[src/rtl/apb_uart_reg_slave.sv]
// APB completer for the UART register block: TX/RX byte FIFOs, CTRL, BAUDDIV,
// sticky overrun flag, programmable wait states and PSLVERR on illegal accesses.
module apb_uart_reg_slave #(
  parameter int ADDRWIDTH   = 12,
  parameter int FIFO_DEPTH  = 4,
  parameter int WAIT_STATES = 0
) (
  input  logic                 PCLK,
  input  logic                 PRESET,
  input  logic                 PSEL,
  input  logic                 PENABLE,
  input  logic                 PWRITE,
  input  logic [ADDRWIDTH-1:0] PADDR,
  input  logic [31:0]          PWDATA,
  input  logic [3:0]           PSTRB,
  input  logic [2:0]           PPROT,
  output logic [31:0]          PRDATA,
  output logic                 PREADY,
  output logic                 PSLVERR,
  output logic [7:0]           tx_data,
  output logic                 tx_valid,
  input  logic                 tx_pop,
  input  logic [7:0]           rx_data,
  input  logic                 rx_push,
  output logic [15:0]          baud_div,
  output logic                 irq
);

  localparam int PW = $clog2(FIFO_DEPTH) + 1;  // extra MSB distinguishes full from empty
  localparam int IW = ADDRWIDTH - 2;

  typedef enum logic [0:0] {ST_IDLE = 1'b0, ST_ACCESS = 1'b1} state_t;

  state_t        state_r, state_nxt_s;
  logic [2:0]    wait_cnt_r, wait_cnt_nxt_s;
  logic          pready_s;

  logic [7:0]    tx_mem_r [FIFO_DEPTH];
  logic [7:0]    rx_mem_r [FIFO_DEPTH];
  logic [PW-1:0] tx_wp_r, tx_rp_r, rx_wp_r, rx_rp_r;
  logic [3:0]    ctrl_r;
  logic [15:0]   baud_r;
  logic          overrun_r;

  logic          tx_full_s, tx_empty_s, rx_full_s, rx_empty_s;
  logic [IW-1:0] idx_s;
  logic          sel_data_s, sel_status_s, sel_ctrl_s, sel_baud_s, unmapped_s;
  logic          xfer_s, wr_s, rd_s;
  logic          tx_push_s, tx_pop_s, tx_err_s, rx_pop_s, rx_err_s;
  logic          rx_accept_s, rx_overrun_s, ovr_clr_s;
  logic [31:0]   rdata_s;
  logic          unused_s;

  assign unused_s = ^{PPROT, PWDATA[31:16], PSTRB[3:2], PADDR[1:0]};

  // FIFO status from pointer flops
  assign tx_empty_s = (tx_wp_r == tx_rp_r);
  assign tx_full_s  = (tx_wp_r[PW-1] != tx_rp_r[PW-1]) && (tx_wp_r[PW-2:0] == tx_rp_r[PW-2:0]);
  assign rx_empty_s = (rx_wp_r == rx_rp_r);
  assign rx_full_s  = (rx_wp_r[PW-1] != rx_rp_r[PW-1]) && (rx_wp_r[PW-2:0] == rx_rp_r[PW-2:0]);

  // Address decode on word index
  assign idx_s        = PADDR[ADDRWIDTH-1:2];
  assign sel_data_s   = (idx_s == IW'(0));
  assign sel_status_s = (idx_s == IW'(1));
  assign sel_ctrl_s   = (idx_s == IW'(2));
  assign sel_baud_s   = (idx_s == IW'(3));
  assign unmapped_s   = !(sel_data_s || sel_status_s || sel_ctrl_s || sel_baud_s);

  // Side effects happen only in the completion cycle
  assign xfer_s = PSEL && PENABLE && pready_s;
  assign wr_s   = xfer_s && PWRITE;
  assign rd_s   = xfer_s && !PWRITE;

  assign tx_push_s    = wr_s && sel_data_s && PSTRB[0] && !tx_full_s;
  assign tx_err_s     = wr_s && sel_data_s && PSTRB[0] && tx_full_s;
  assign tx_pop_s     = tx_pop && tx_valid;
  assign rx_pop_s     = rd_s && sel_data_s && !rx_empty_s;
  assign rx_err_s     = rd_s && sel_data_s && rx_empty_s;
  assign rx_accept_s  = rx_push && ctrl_r[1] && (!rx_full_s || rx_pop_s);
  assign rx_overrun_s = rx_push && ctrl_r[1] && rx_full_s && !rx_pop_s;
  assign ovr_clr_s    = wr_s && sel_status_s && PSTRB[0] && PWDATA[4];

  assign PREADY   = pready_s;
  assign PSLVERR  = xfer_s && (unmapped_s || tx_err_s || rx_err_s);
  assign PRDATA   = rdata_s;
  assign tx_valid = ctrl_r[0] && !tx_empty_s;
  assign tx_data  = tx_mem_r[tx_rp_r[PW-2:0]];
  assign baud_div = baud_r;
  assign irq      = (ctrl_r[2] && !tx_full_s) || (ctrl_r[3] && !rx_empty_s) || overrun_r;

  // Next-state and PREADY for the setup/access handshake
  always_comb begin
    state_nxt_s    = state_r;
    wait_cnt_nxt_s = wait_cnt_r;
    pready_s       = 1'b0;
    case (state_r)
      ST_IDLE: begin
        if (PSEL && !PENABLE) begin
          state_nxt_s    = ST_ACCESS;
          wait_cnt_nxt_s = 3'(WAIT_STATES);
        end else begin
          state_nxt_s = ST_IDLE;
        end
      end
      ST_ACCESS: begin
        if (PSEL && PENABLE) begin
          if (wait_cnt_r == 3'd0) begin
            pready_s    = 1'b1;
            state_nxt_s = ST_IDLE;
          end else begin
            wait_cnt_nxt_s = wait_cnt_r - 3'd1;
          end
        end else if (!PSEL) begin
          state_nxt_s = ST_IDLE;
        end else begin
          // a fresh setup phase restarts the wait count
          wait_cnt_nxt_s = 3'(WAIT_STATES);
        end
      end
      default: begin
        state_nxt_s = ST_IDLE;
      end
    endcase
  end

  // Read data mux, zero outside a read completion
  always_comb begin
    rdata_s = 32'h0000_0000;
    if (rd_s) begin
      case (1'b1)
        sel_data_s:   rdata_s = rx_empty_s ? 32'h0000_0000 : {24'h00_0000, rx_mem_r[rx_rp_r[PW-2:0]]};
        sel_status_s: rdata_s = {27'h000_0000, overrun_r, rx_empty_s, rx_full_s, tx_empty_s, tx_full_s};
        sel_ctrl_s:   rdata_s = {28'h000_0000, ctrl_r};
        sel_baud_s:   rdata_s = {16'h0000, baud_r};
        default:      rdata_s = 32'h0000_0000;
      endcase
    end else begin
      rdata_s = 32'h0000_0000;
    end
  end

  // Handshake state register
  always_ff @(posedge PCLK or posedge PRESET) begin
    if (PRESET) begin
      state_r    <= ST_IDLE;
      wait_cnt_r <= 3'd0;
    end else begin
      state_r    <= state_nxt_s;
      wait_cnt_r <= wait_cnt_nxt_s;
    end
  end

  // TX FIFO: APB pushes, serial engine pops
  always_ff @(posedge PCLK or posedge PRESET) begin
    if (PRESET) begin
      tx_wp_r <= '0;
      tx_rp_r <= '0;
      for (int i = 0; i < FIFO_DEPTH; i++) tx_mem_r[i] <= 8'h00;
    end else begin
      if (tx_push_s) begin
        tx_mem_r[tx_wp_r[PW-2:0]] <= PWDATA[7:0];
        tx_wp_r <= tx_wp_r + PW'(1);
      end
      if (tx_pop_s) begin
        tx_rp_r <= tx_rp_r + PW'(1);
      end
    end
  end

  // RX FIFO: serial engine pushes, APB DATA reads pop
  always_ff @(posedge PCLK or posedge PRESET) begin
    if (PRESET) begin
      rx_wp_r <= '0;
      rx_rp_r <= '0;
      for (int i = 0; i < FIFO_DEPTH; i++) rx_mem_r[i] <= 8'h00;
    end else begin
      if (rx_accept_s) begin
        rx_mem_r[rx_wp_r[PW-2:0]] <= rx_data;
        rx_wp_r <= rx_wp_r + PW'(1);
      end
      if (rx_pop_s) begin
        rx_rp_r <= rx_rp_r + PW'(1);
      end
    end
  end

  // CTRL, BAUDDIV and sticky overrun (set wins over a same-cycle clear)
  always_ff @(posedge PCLK or posedge PRESET) begin
    if (PRESET) begin
      ctrl_r    <= 4'h0;
      baud_r    <= 16'h0010;
      overrun_r <= 1'b0;
    end else begin
      if (wr_s && sel_ctrl_s && PSTRB[0]) ctrl_r <= PWDATA[3:0];
      if (wr_s && sel_baud_s && PSTRB[0]) baud_r[7:0]  <= PWDATA[7:0];
      if (wr_s && sel_baud_s && PSTRB[1]) baud_r[15:8] <= PWDATA[15:8];
      if (rx_overrun_s) begin
        overrun_r <= 1'b1;
      end else if (ovr_clr_s) begin
        overrun_r <= 1'b0;
      end
    end
  end

endmodule
[config.mk]
export PLATFORM = sky130hd
export DESIGN_NAME = apb_uart_reg_slave
export DESIGN_NICKNAME = d
export VERILOG_FILES = /design/src/rtl/apb_uart_reg_slave.sv
export SDC_FILE = /design/constraint.sdc
export NUM_CORES = 1
export LEC_CHECK = 0
export ABC_AREA = 1
export BUFFER_PORTS_ARGS = -buffer_cell sky130_fd_sc_hd__buf_4
export CORE_ASPECT_RATIO = 1.4
export CORE_UTILIZATION = 49
export DETAILED_ROUTE_END_ITERATION = 10
export PLACE_DENSITY = 0.83
export SLEW_MARGIN = 30
export SYNTH_ARGS = -nofsm -noshare
export SYNTH_HDL_FRONTEND = slang
export SYNTH_SLANG_ARGS = --single-unit
[constraint.sdc]
create_clock -name PCLK -period 2.9 [get_ports PCLK]
set_input_delay 0.435 -clock PCLK [delete_from_list [all_inputs] [get_ports PCLK]]
set_output_delay 0.435 -clock PCLK [all_outputs]
set_load 0.01 [all_outputs]
==> results.txt, run 1 <==
- Port buffering added 86 buffers.
- After filler insertion, the fill cell instance count of the layout stands at between 900 and 1k.
* # clock sinks: 101
* Share of total power in combinational logic: 6.0%
- Worst Reg2Reg Path Length in Cells: 10
- In the final layout, the multi-input gates occupy 2440 um2.
* Horiz. Die Dim: 91.2 um
* Total overflow reported by the global router: 0
- Worst path top cell family by delay: simple AND/OR/NAND/NOR gates
* TritonCTS clock tree: built
- Sequential cells account for 51.2% of the total power.
- Clock skew on the completed layout was measured at 0.00532 ns.
* Core ar.: 10900 um2
- Maximum frequency from static timing analysis: 380 MHz
- The floorplan step defined a die boundary enclosing approximately 12000 um2.
* Relative contribution of the clock network to total power: around 43%
- Final hold violation count: 0
* Sequential area share after synthesis: 46.3%
- The average instance in the mapped netlist occupies 8.17 um2.
* Worst max-slew margin expressed relative to the limit: 63.8%
- For the finished layout, the period the worst path requires is 2.63 ns.
- 0 antenna diodes ended up in the layout.
- Number of setup buffers added after CTS: 0
- After synthesis, the share of flip-flops with an asynchronous set or reset is 100%.
- Of the total power, the share spent switching nets is 22.7%.
- Clock buffer depth: 2
* Number of maximum-capacitance constraint violations: 0
* Cts hold-fix bufs: 0
* Clock transition time at the flip-flop clock pins of the worst setup and hold paths: 0.07 ns
- Worst vdd rail ir drop: 274 uV
- HPWL after detailed placement: approximately 9100 um
- Critical Path Fanout Max: 7
- Final Cycle Share: 90.8%
* Final-layout setup total negative slack: 0 ns
* Register Area: 2530 um2
- First-pass GRT wire length: 20900 um
- The analysis attributes to cell leakage a power of 3.26 nW.
- Initial core utilization: roughly half
- Among all flip-flop cells after synthesis, the most frequent one is sky130_fd_sc_hd__dfrtp_1.
- Number of enable flip-flop cells after synthesis: 0
- The number of global-route vias before repair is 4317.
- For this run, the slowest stage of the critical path takes 0.37 ns.
- STA puts the critical path data arrival time at 2.20 ns.
- Total vias in the final route: 4586
- Pint: 2.15 mW
- Before antenna repair, the detailed router went through 5 iterations.
* Post-DRT Antenna Nets: 0
* Yosys warns: 0
- GPL Wtd Cong: 0.823
- The path class of the tightest hold or removal check is input port to asynchronous set/reset pin.
- After detailed routing, the number of vias per cell comes to about 5.2.
- Entering global routing, the biggest net connects 67 pins.
- For this run, the total global-route usage over all layers was measured as 22.8%.
- Final Max Tran Viols: 0
- The floorplan has 45 rows.
- The critical path goes through inv_1 -> ha_1 -> ha_1 -> nand2_1 -> nor2_4 -> nand3_2 -> nor2_8 -> nand2_1 -> nand3_1 -> nand2_1 -> inv_1 -> buf_4.
* Number of unique standard cell types used by synthesis: 32
- Total DRC errors in the routed layout: 0
- In the final layout, the share of cells above drive strength 1 is 18.6%.
- Synthesis inferred 101 register bits.
- WL/cell: 13.9 um
* Vertical die dimension: about 130 um
- CTS placed an instance of sky130_fd_sc_hd__clkbuf_16 at the clock tree root.
- Counting both buffers and inverters, the worst setup path holds a total of 3.
* Transition time of the tightest slew-check pin: 0.542 ns
- Number of levels in the clock H-tree: 3
- The number of gates resized after CTS was 0.
* Total Routed Length: 12400 um
* Classification of the worst setup path: flip-flop to output port
- # setup viols final: 0
- Number of design-rule violations left by the first detailed-router iteration: 246
- STA classifies the critical path endpoint as an output port.
- Switching power: 0.630 mW
- Counting buffers and inverters, the worst setup path is 12 cells deep.
- Setup repair after global routing left no endpoint under its margin.
- The initial antenna violation count is 0.
* Net count of the finished layout: 821
- Final standard cell utilization of the core: 58.7%
- The flow ran to the end, and the final reports show no timing, DRC or antenna violations.
- Counting stages on the worst path, the most repeated cell is sky130_fd_sc_hd__nand2_1.
- Area growth from synthesis to layout: 16.9%
- For this design the ratio of total power to cell area is 435 nW/um2.
- Cell with the largest stage delay on the worst path: sky130_fd_sc_hd__dfrtp_1
* IO Count: roughly 130
* Startpoint type of the worst setup path: flip-flop
- Number of standard cells after synthesis: approximately 670
- Cell area after synthesis: 5460 um2
- Data required, critical path: 2.47 ns
* Source-to-sink clock delay at the later pin of the worst-skew pair: 0.35 ns
- Clock buffers created by TritonCTS: 9
==> cells by family (layout without fill, tap and decap cells) <==
| logic type | Yosys count | in the layout | share of synthesized area, % |
|---|---|---|---|
| buf+inv | 104 | 169 | 9.99 |
| simple gates | 329 | 329 | 28.0 |
| other cells | 1 | 16 | 0.0687 |
| compound gates | 110 | 110 | 10.8 |
| fa+ha+maj | 12 | 12 | 2.75 |
| flops | 101 | 101 | 46.3 |
| xor+xnor | 11 | 11 | 2.04 |
==> area by class of cell <==
| type | count | area share [%] |
|---|---|---|
| flip-flops and latches | 101 | 39.6 |
| multi-input cells | 478 | 38.2 |
| repair buffers | 94 | 11.3 |
| clock buffers | 10 | 3.59 |
| inverters | 59 | 3.53 |
| well taps | 141 | 2.76 |
| clock inverters | 6 | 1.00 |
==> layout by cell type (no fill, tap or decap) <==
| master | n |
|---|---|
| sky130_fd_sc_hd__nor2_8 | 1 |
| sky130_fd_sc_hd__nand2_1 | 176 |
| sky130_fd_sc_hd__xor2_1 | 3 |
| sky130_fd_sc_hd__bufinv_16 | 1 |
| sky130_fd_sc_hd__buf_12 | 1 |
| sky130_fd_sc_hd__conb_1 | 16 |
| sky130_fd_sc_hd__o22ai_1 | 13 |
| sky130_fd_sc_hd__clkbuf_16 | 9 |
| sky130_fd_sc_hd__o21ai_1 | 34 |
| sky130_fd_sc_hd__nor2_1 | 76 |
| sky130_fd_sc_hd__nand3_2 | 4 |
| sky130_fd_sc_hd__clkinv_1 | 1 |
| sky130_fd_sc_hd__nand3_4 | 5 |
| sky130_fd_sc_hd__nand2_2 | 3 |
| sky130_fd_sc_hd__clkinv_2 | 2 |
| sky130_fd_sc_hd__clkinv_4 | 1 |
| sky130_fd_sc_hd__nor2_4 | 4 |
| sky130_fd_sc_hd__dfrtp_1 | 100 |
| sky130_fd_sc_hd__buf_4 | 93 |
| sky130_fd_sc_hd__dfstp_2 | 1 |
| sky130_fd_sc_hd__nand4_1 | 38 |
| sky130_fd_sc_hd__nand3b_1 | 1 |
| sky130_fd_sc_hd__inv_1 | 57 |
| sky130_fd_sc_hd__nand2_4 | 1 |
| sky130_fd_sc_hd__o21ai_0 | 42 |
| sky130_fd_sc_hd__clkbuf_1 | 1 |
| sky130_fd_sc_hd__nor3_2 | 1 |
| sky130_fd_sc_hd__xnor2_2 | 2 |
| sky130_fd_sc_hd__nand3_1 | 18 |
| sky130_fd_sc_hd__ha_1 | 12 |
| sky130_fd_sc_hd__o21ai_2 | 6 |
| sky130_fd_sc_hd__xnor2_1 | 6 |
| sky130_fd_sc_hd__clkinvlp_4 | 3 |
| sky130_fd_sc_hd__nor3_4 | 1 |
| sky130_fd_sc_hd__a21oi_1 | 15 |
==> layer usage <==
layer	track usage, %	vias up	share of wire (%)
li1	-	2307	-
met1	27.6	2135	42
met2	41.5	129	53
met3	3.72	15	3.9
met4	6.72	0	1.3
met5	0	-	0
==> stage by stage <==
step	setup WS (ns)	std cells	cell area [um2]	hold slack (ns)	total power [mW]
after global placement	0.555	873	6090	0.449	1.61
final	0.266	889	6380	0.188	2.78
after CTS	0.259	889	6380	0.214	2.80
after floorplan	0.883	683	5520	0.437	1.55
after detailed placement	0.526	873	6090	0.453	1.62
after global routing	0.135	889	6380	0.225	2.88
==> power groups by stage <==
stage,Sequential [mW],Combinational [mW],Clock (mW)
final,1.42,0.167,1.19
after detailed placement,1.45,0.169,0
after global routing,1.42,0.188,1.27
after global placement,1.45,0.165,0
after CTS,1.42,0.170,1.21
after floorplan,1.45,0.106,0
==> worst register-to-register path: cells and delay by family, from the launching register on <==
kind	cells	cell delay, ns
and+or+nand+nor	7	1.54
adders and majority gates	2	0.30
buffers and inverters	1	0.08
DFF	1	0.37
==> state kept, by name (all words and copies together), names as in the netlist <==
name        count
baud_div       16
ctrl_r          4
overrun_r       1
rx_mem_r       32
rx_rp_r         3
rx_wp_r         3
state_r         1
tx_mem_r       32
tx_rp_r         3
tx_wp_r         3
wait_cnt_r      3
==> cells in the mapped netlist (2+ instances only) <==
| master | n | area [um2] |
|---|---|---|
| sky130_fd_sc_hd__o21ai_1 | 34 | 170 |
| sky130_fd_sc_hd__o21ai_0 | 42 | 210 |
| sky130_fd_sc_hd__nor2_1 | 76 | 285 |
| sky130_fd_sc_hd__o21ai_2 | 6 | 52.6 |
| sky130_fd_sc_hd__nand3_4 | 5 | 87.6 |
| sky130_fd_sc_hd__dfrtp_1 | 100 | 2500 |
| sky130_fd_sc_hd__buf_1 | 3 | 11.3 |
| sky130_fd_sc_hd__xnor2_2 | 2 | 32.5 |
| sky130_fd_sc_hd__xnor2_1 | 6 | 52.6 |
| sky130_fd_sc_hd__buf_6 | 11 | 124 |
| sky130_fd_sc_hd__nand3_1 | 18 | 90.1 |
| sky130_fd_sc_hd__buf_4 | 17 | 128 |
| sky130_fd_sc_hd__nand3_2 | 4 | 40.0 |
| sky130_fd_sc_hd__inv_1 | 58 | 218 |
| sky130_fd_sc_hd__nand4_1 | 38 | 238 |
| sky130_fd_sc_hd__nand2_2 | 3 | 18.8 |
| sky130_fd_sc_hd__xor2_1 | 3 | 26.3 |
| sky130_fd_sc_hd__o22ai_1 | 13 | 81.3 |
| sky130_fd_sc_hd__a21oi_1 | 15 | 75.1 |
| sky130_fd_sc_hd__nor2_4 | 4 | 45.0 |
| sky130_fd_sc_hd__clkbuf_1 | 7 | 26.3 |
| sky130_fd_sc_hd__ha_1 | 12 | 150 |
| sky130_fd_sc_hd__buf_2 | 7 | 35.0 |
| sky130_fd_sc_hd__nand2_1 | 176 | 661 |
==> worst paths after layout <==
path	from	to	slack [ns]
max in group asynchronous	PRESET	rx_mem_r[22]$_DFFE_PP0P_	2.32
max reg2reg	wait_cnt_r[0]$_DFFE_PP0P_	rx_mem_r[11]$_DFFE_PP0P_	0.51
min	PRESET	baud_div[2]$_DFFE_PP0P_	0.19
min in group PCLK	PWDATA[15]	baud_div[15]$_DFFE_PP0P_	0.32
max	wait_cnt_r[0]$_DFFE_PP0P_	PSLVERR	0.27
min reg2reg	rx_mem_r[12]$_DFFE_PP0P_	rx_mem_r[12]$_DFFE_PP0P_	0.47
Note: power is estimated with default switching activity, not from simulation.
==> run 2, diff against run 1 <==
--- a/config.mk
+++ b/config.mk
@@ -7,7 +7,7 @@
 export LEC_CHECK = 0
 export ABC_AREA = 1
 export BUFFER_PORTS_ARGS = -buffer_cell sky130_fd_sc_hd__buf_4
-export CORE_ASPECT_RATIO = 1.4
+export CORE_ASPECT_RATIO = 2
 export CORE_UTILIZATION = 49
 export DETAILED_ROUTE_END_ITERATION = 10
 export PLACE_DENSITY = 0.83
==> results.txt, run 2 (same netlist as run 1, synthesis figures left out) <==
* Horiz. Die Dim: 76.6 um (-16%)
* CTS resizes: 0 (unchanged)
- The number of DRC violations after detailed-routing iteration 0 is 327 (+33%).
- Source-to-sink clock delay at the later pin of the worst-skew pair: 0.35 ns (about the same)
- The initial antenna violation count came to 0 (unchanged).
- Start of the worst register-to-register path: wait_cnt_r[0]$_DFFE_PP0P_
- Final Max Tran Viols: 0 (unchanged)
- The number of clock sinks is 101 (unchanged).
- GPL Wtd Cong: 0.831 (+0.97%)
- Number of detailed-routing iterations run before antenna repair: 5 (unchanged)
* Data required, critical path: 2.47 ns (about the same)
* Cell with the largest stage delay on the worst path: sky130_fd_sc_hd__dfrtp_1
* Total power per unit cell area: 461 nW/um2 (+5.9%)
- The combined global-route utilization of all metal layers was 23.5% (+0.73 points).
- The maximum level of the CTS H-tree is 3 (unchanged).
- Pin count of the biggest net entering global routing: 42 (-37%)
* Die footprint: 11600 um2 (+0.17%)
- Pint: 2.33 mW (+8.4%)
- The switching power share of the total was 21.7% (-0.99 points).
- Clock buffer depth: 2 (unchanged)
* Setup crit start: wait_cnt_r[0]$_DFFE_PP0P_
* Sequential power share: 47.8% (-3.4 points)
- STA classifies the critical path endpoint as an output port.
- Core ar.: 10900 um2 (+0.10%)
- The flow ran to the end, and the final reports show no timing, DRC or antenna violations.
* Startpoint type of the worst setup path: flip-flop
- Count of buffers from port buffering: 86 (unchanged)
* WL/cell: 14.6 um (+4.5%)
- Cts hold-fix bufs: 0 (unchanged)
- Worst vdd rail ir drop: 290 uV (+6.0%)
- Critical Path Fanout Max: 9 (+2)
* # setup viols final: 0 (unchanged)
- The leakage power figure is 3.29 nW (+1.0%).
* Total DRC errors in the routed layout: 0 (unchanged)
- Final Cycle Share: 90.7% (-0.18 points)
* Setup repair after global routing missed its margin: false
* Worst path cell trace: inv_1 -> ha_1 -> ha_1 -> nand2_1 -> nor3_2 -> buf_4 -> nand2_1 -> nor2_1 -> buf_4
* Area growth from synthesis to layout: 18.2%
- HPWL after detailed placement: 9650 um (+6.3%)
* Arrival time at the worst endpoint: 2.19 ns (about the same)
* IO Count: 126 (unchanged)
- Final hold violation count: 0 (unchanged)
- The number of global-route vias before repair came to 4479 (+3.8%).
- The combinational share of power is 5.7% (-0.3 points).
* Classification of the worst setup path: flip-flop to output port
* Ratio of cells with drive above 1 in the final layout: 18.9% (+0.35 points)
- The number of antenna cells inserted came to 0 (unchanged).
- The end-of-flow core utilization was 59.3% (+0.57 points).
* Final setup skew: 0.00515 ns (-0.000167 ns)
* Switching power: 0.645 mW (+2.4%)
- The total CTS buffers came to 9 (unchanged).
* Class of the tightest hold or removal check: input port to asynchronous set/reset pin
* Initial core utilization: 50.2% (-0.052 points)
* Most common cell after layout, fill and taps aside: sky130_fd_sc_hd__nand2_1
- Net count of the finished layout: 823 (+0.24%)
- Final worst hold slack: 0.136 ns (-0.0521 ns)
* Total overflow reported by the global router: 0 (unchanged)
- Transition time of the tightest slew-check pin: 0.591 ns (+0.0492 ns)
* Largest stage delay on the critical path: 0.37 ns (about the same)
* Post-DRT Antenna Nets: 0 (unchanged)
- TritonCTS built the clock tree.
- Total Routed Length: 13000 um (+4.7%)
- The post-CTS repair timing setup buffer count was 0 (unchanged).
* Final-layout setup total negative slack: 0 ns (unchanged)
- Multi-input gate area in the final layout: 2440 um2 (unchanged)
- Total vias in the final route: 4697 (+2.4%)
- Maximum frequency from static timing analysis: 380 MHz (+0.20%)
* Detail-routed via count per cell: 5.28 (+2.3%)
- Number of maximum-capacitance constraint violations: 0 (unchanged)
- The minimum period implied by the final worst setup slack is 2.63 ns (-0.00514 ns).
* Layout fillers: 966 (-0.10%)
* Vertical die dimension: 151 um (+19%)
* Register Area: 2530 um2 (unchanged)
* Commonest non-fill, non-tap cells in the layout: sky130_fd_sc_hd__nand2_1, sky130_fd_sc_hd__dfrtp_1, sky130_fd_sc_hd__buf_4
* Std cell rows: 54 (+20%)
- The wire length of the first global-routing pass was 21300 um (+1.8%).
- The relative slew slack was 60.6% (-3.2 points).
- Cell chosen for the clock root: sky130_fd_sc_hd__clkbuf_16
- The clock-pin slew on the worst setup and hold paths was 0.07 ns (about the same).
* Relative contribution of the clock network to total power: 46.5% (+3.7 points)
==> run 2: cell types whose count changed in the layout (fill, tap and decap cells not counted), sizes merged <==
| cell | previous run | this run |
|---|---|---|
| inv | 57 | 58 |
| bufinv | 1 | 3 |
| clkinv | 4 | 2 |
| buf | 94 | 96 |
| clkbuf | 10 | 9 |
==> run 2: power by group through the flow <==
stage / logic (mW) / registers, mW / clock network (mW)
6_report: 0.170 / 1.42 / 1.38
3_3_place_gp: 0.167 / 1.45 / 0
2_1_floorplan: 0.106 / 1.45 / 0
4_1_cts: 0.173 / 1.42 / 1.39
3_5_place_dp: 0.172 / 1.45 / 0
5_1_grt: 0.194 / 1.42 / 1.44
==> run 2: critical path: cells and delay by family, from the launching register on <==
kind | cells | cell delay, ns
buffers and inverters | 3 | 0.45
DFF | 1 | 0.37
adders and majority gates | 2 | 0.32
and+or+nand+nor | 4 | 0.70
==> run 2: cell type report <==
class                      count  share of cell area (%)
sequential                   101                    39.2
multi-input combinational    478                    37.8
timing repair buffer          96                    11.4
clock buffer                   9                    3.49
inverter                      59                    3.49
tap                          140                    2.72
clock inverter                 7                    1.90
==> run 2: worst paths after layout <==
| path | to | depth (start not counted) | slack [ns] |
|---|---|---|---|
| setup / recovery | PRDATA[8] | 9 | 0.27 |
| hold / removal | rx_wp_r[0]$_DFFE_PP0P_ | 2 | 0.14 |
| setup reg to reg | rx_mem_r[3]$_DFFE_PP0P_ | 11 | 0.64 |
| hold reg to reg | rx_mem_r[13]$_DFFE_PP0P_ | 2 | 0.47 |
| max in group asynchronous | baud_div[13]$_DFFE_PP0P_ | 3 | 2.12 |
| min in group PCLK | baud_div[14]$_DFFE_PP0P_ | 3 | 0.32 |
==> run 2: through the flow <==
stage / cells / setup slack [ns] / area, um2 / power (mW)
final: 890 / 0.271 / 6450 / 2.97
after global routing: 890 / 0.0613 / 6450 / 3.06
after CTS: 890 / 0.246 / 6450 / 2.98
after detailed placement: 874 / 0.474 / 6100 / 1.62
after global placement: 874 / 0.518 / 6100 / 1.61
after floorplan: 683 / 0.883 / 5520 / 1.55
==> run 2: metal layers <==
metal | global-route usage (%) | vias to the layer above | wire length [um]
li1 | - | 2296 | -
met1 | 24.6 | 2237 | 4890
met2 | 45.6 | 138 | 7320
met3 | 3.92 | 26 | 394
met4 | 10.0 | 0 | 356
met5 | 0 | - | 0
==> run 3, diff against run 2 <==
--- a/config.mk
+++ b/config.mk
@@ -8,9 +8,9 @@
 export ABC_AREA = 1
 export BUFFER_PORTS_ARGS = -buffer_cell sky130_fd_sc_hd__buf_4
 export CORE_ASPECT_RATIO = 2
-export CORE_UTILIZATION = 49
+export CORE_UTILIZATION = 55
 export DETAILED_ROUTE_END_ITERATION = 10
-export PLACE_DENSITY = 0.83
+export PLACE_DENSITY = 0.87
 export SLEW_MARGIN = 30
 export SYNTH_ARGS = -nofsm -noshare
 export SYNTH_HDL_FRONTEND = slang
==> constraint.sdc (replaced) <==
create_clock -name PCLK -period 3.3 [get_ports PCLK]
set_input_delay 0.495 -clock PCLK [delete_from_list [all_inputs] [get_ports PCLK]]
set_output_delay 0.495 -clock PCLK [all_outputs]
set_load 0.01 [all_outputs]
==> results.txt, run 3 (same netlist as run 1, synthesis figures left out) <==
- The biggest fanout along the worst timing path came to 11 (+2).
* Leakage dissipation: 3.26 nW (-1.0%)
- The first-pass iteration count of the detailed router was 5 (unchanged).
- The post-CTS repair timing setup buffer count is 0 (unchanged).
- Classification of the worst setup path: flip-flop to output port
- Commonest non-fill, non-tap cells in the layout: sky130_fd_sc_hd__nand2_1, sky130_fd_sc_hd__dfrtp_1, sky130_fd_sc_hd__buf_4
- The post-CTS resize count came to 0 (unchanged).
- IO Count: 126 (unchanged)
- The core box area was 9700 um2 (-11%).
* Worst setup path endpoint: PRDATA[6]
- Detail-routed via count per cell: 5.38 (+1.9%)
- The clock latency on the worst-skew pair came to 0.35 ns (about the same).
- Most common cell after layout, fill and taps aside: sky130_fd_sc_hd__nand2_1
- Number of maximum-capacitance constraint violations: 0 (unchanged)
- The depth of the worst register-to-register path is 11 (unchanged).
* Net count of the finished layout: 819 (-0.49%)
* Count of buffers from port buffering: 86 (unchanged)
* Data required, critical path: 2.80 ns (+0.33 ns)
* # setup viols final: 0 (unchanged)
- Area growth from synthesis to layout: 16.4%
* All-Layer GR Usage: 26.6% (+3.1 points)
- The worst register-to-register path begins at wait_cnt_r[0]$_DFFE_PP0P_.
* Total power per unit cell area: 384 nW/um2 (-17%)
* Total DRC errors in the routed layout: 0 (unchanged)
- The tree is rooted in a sky130_fd_sc_hd__clkbuf_16.
- The transition time of the tightest slew-check pin is 0.755 ns (+0.164 ns).
- Total vias in the final route: 4717 (+0.43%)
- The overall die width came to 72.4 um (-5.5%).
- Of the available clock period, the critical path in the final layout requires 84.1%.
- Final-layout setup total negative slack: 0 ns (unchanged)
- Finished Layout Cells: 877 (-1.5%)
- First-pass GRT wire length: 21200 um (-0.32%)
* Total overflow reported by the global router: 0 (unchanged)
- TritonCTS built the clock tree.
* Final Max Tran Viols: 0 (unchanged)
- The number of placed instances, taps included was 862 (-1.4%).
* Total Routed Length: 12900 um (-0.46%)
- Worst vdd rail ir drop: 275 uV (-5.4%)
* Setup repair after global routing missed its margin: false
- The maximum clock skew at final layout is 0.00637 ns (+0.00122 ns).
- The proportion of layout cells with a drive suffix above 1 came to 18.3% (-0.68 points).
- The buffer depth of the longest clock path came to 2 (unchanged).
* Clock buffers created by TritonCTS: 9 (unchanged)
* Pin count of the biggest net entering global routing: 52 (+24%)
- The maximum level of the CTS H-tree is 3 (unchanged).
- Tracing the worst setup path back leads to its startpoint at wait_cnt_r[0]$_DFFE_PP0P_.
* FF-to-FF End: rx_mem_r[15]$_DFFE_PP0P_
- Arrival time at the worst endpoint: 2.28 ns (+0.09 ns)
- Startpoint type of the worst setup path: flip-flop
- Outcome: completed
* Cts hold-fix bufs: 0 (unchanged)
* Clock transition time at the flip-flop clock pins of the worst setup and hold paths: 0.07 ns (about the same)
* Ant. Diodes: 0 (unchanged)
- Std cell rows: 51 (-5.6%)
- Vertical die dimension: 143 um (-5.5%)
* Number of antenna violations at the first check in global routing: 0 (unchanged)
- Category of the worst setup path capture point: output port
- Number of design-rule violations left by the first detailed-router iteration: 368 (+13%)
- The relative slew slack came to 49.6% (-11 points).
* # clock sinks: 101 (unchanged)
* HPWL after detailed placement: 9470 um (-1.8%)
- The number of global-route vias before repair came to 4555 (+1.7%).
- Overall power after layout: 2.44 mW (-18%)
- The total count of hold-check failures in the final report is 0 (unchanged).
- Die footprint: 10400 um2 (-11%)
- The number of nets with antenna violations after routing is 0 (unchanged).
- Initial core utilization: 56.3% (+6.1 points)
- WL/cell: 14.7 um (+1.0%)
- The routability-driven placement congestion ratio came to 0.876 (+5.4%).
- Class of the tightest hold or removal check: input port to asynchronous set/reset pin
- Derived from the worst setup path, the maximum achievable clock frequency is 360 MHz.
- For the finished layout, the period the worst path requires is 2.77 ns.
- Flop2flop setup slack: 0.70 ns (+0.06 ns)
## run 3: changes by cell type in the layout (fill, tap and decap cells not counted), sizes merged
cell,before,now
inv,58,59
bufinv,3,1
buf,96,92
clkinvlp,3,0
clkinv,2,4
clkbuf,9,10
## run 3: per-stage QoR
stage                     cell area, um2  utilization, %  hold slack, ns  setup WS (ns)
final                               6350            65.5           0.224          0.526
after global routing                6350            65.5           0.280          0.375
after CTS                           6350            65.5           0.321          0.540
after floorplan                     5520               -           0.437          0.160
after global placement              6060            62.5           0.448          0.819
after detailed placement            6060            62.5           0.458          0.734
## run 3: worst min path at each step
stage,start,to,slack [ns]
after floorplan,rx_mem_r[0]$_DFFE_PP0P_,rx_mem_r[0]$_DFFE_PP0P_,0.44
after global placement,rx_mem_r[3]$_DFFE_PP0P_,rx_mem_r[3]$_DFFE_PP0P_,0.45
after detailed placement,rx_mem_r[18]$_DFFE_PP0P_,rx_mem_r[18]$_DFFE_PP0P_,0.46
after global routing,PRESET,baud_div[12]$_DFFE_PP0P_,0.28
after CTS,PRESET,baud_div[10]$_DFFE_PP0P_,0.32
final,PRESET,baud_div[10]$_DFFE_PP0P_,0.22
## run 3: cell type report
cell class                 count  area, um2
clock buffer                  10        229
sequential                   101       2530
timing repair buffer          92        703
multi-input combinational    478       2440
clock inverter                 5       61.3
fill                         824       3350
inverter                      59        224
tap                          132        165
## run 3: worst max-delay path: stages, from the launching register on
cell and delay (ns):
sky130_fd_sc_hd__dfrtp_1 0.38, sky130_fd_sc_hd__inv_1 0.10, sky130_fd_sc_hd__ha_1 0.16, sky130_fd_sc_hd__ha_1 0.17
sky130_fd_sc_hd__nand2_1 0.12, sky130_fd_sc_hd__nor3_2 0.14, sky130_fd_sc_hd__buf_4 0.21, sky130_fd_sc_hd__nand3_2 0.12
sky130_fd_sc_hd__nor2_4 0.24, sky130_fd_sc_hd__nand2_1 0.09, sky130_fd_sc_hd__nand2_1 0.07, sky130_fd_sc_hd__buf_4 0.13
## run 3: report_power, final
part	switching [mW]	leakage (nW)	internal (mW)	total [mW]
clock network	0.450	0.143	0.588	1.04
registers	0.00429	1.38	1.25	1.25
logic	0.0936	1.74	0.0561	0.150
total	0.547	3.26	1.89	2.44
## run 3: routing by layer
layer  vias up  GRT usage, %  share of wire (%)
met1      2232          30.4                 37
met3        34          4.09                4.5
met4         0          13.2                3.0
met2       160          47.3                 56
met5         -             0                  0
li1       2291             -                  -
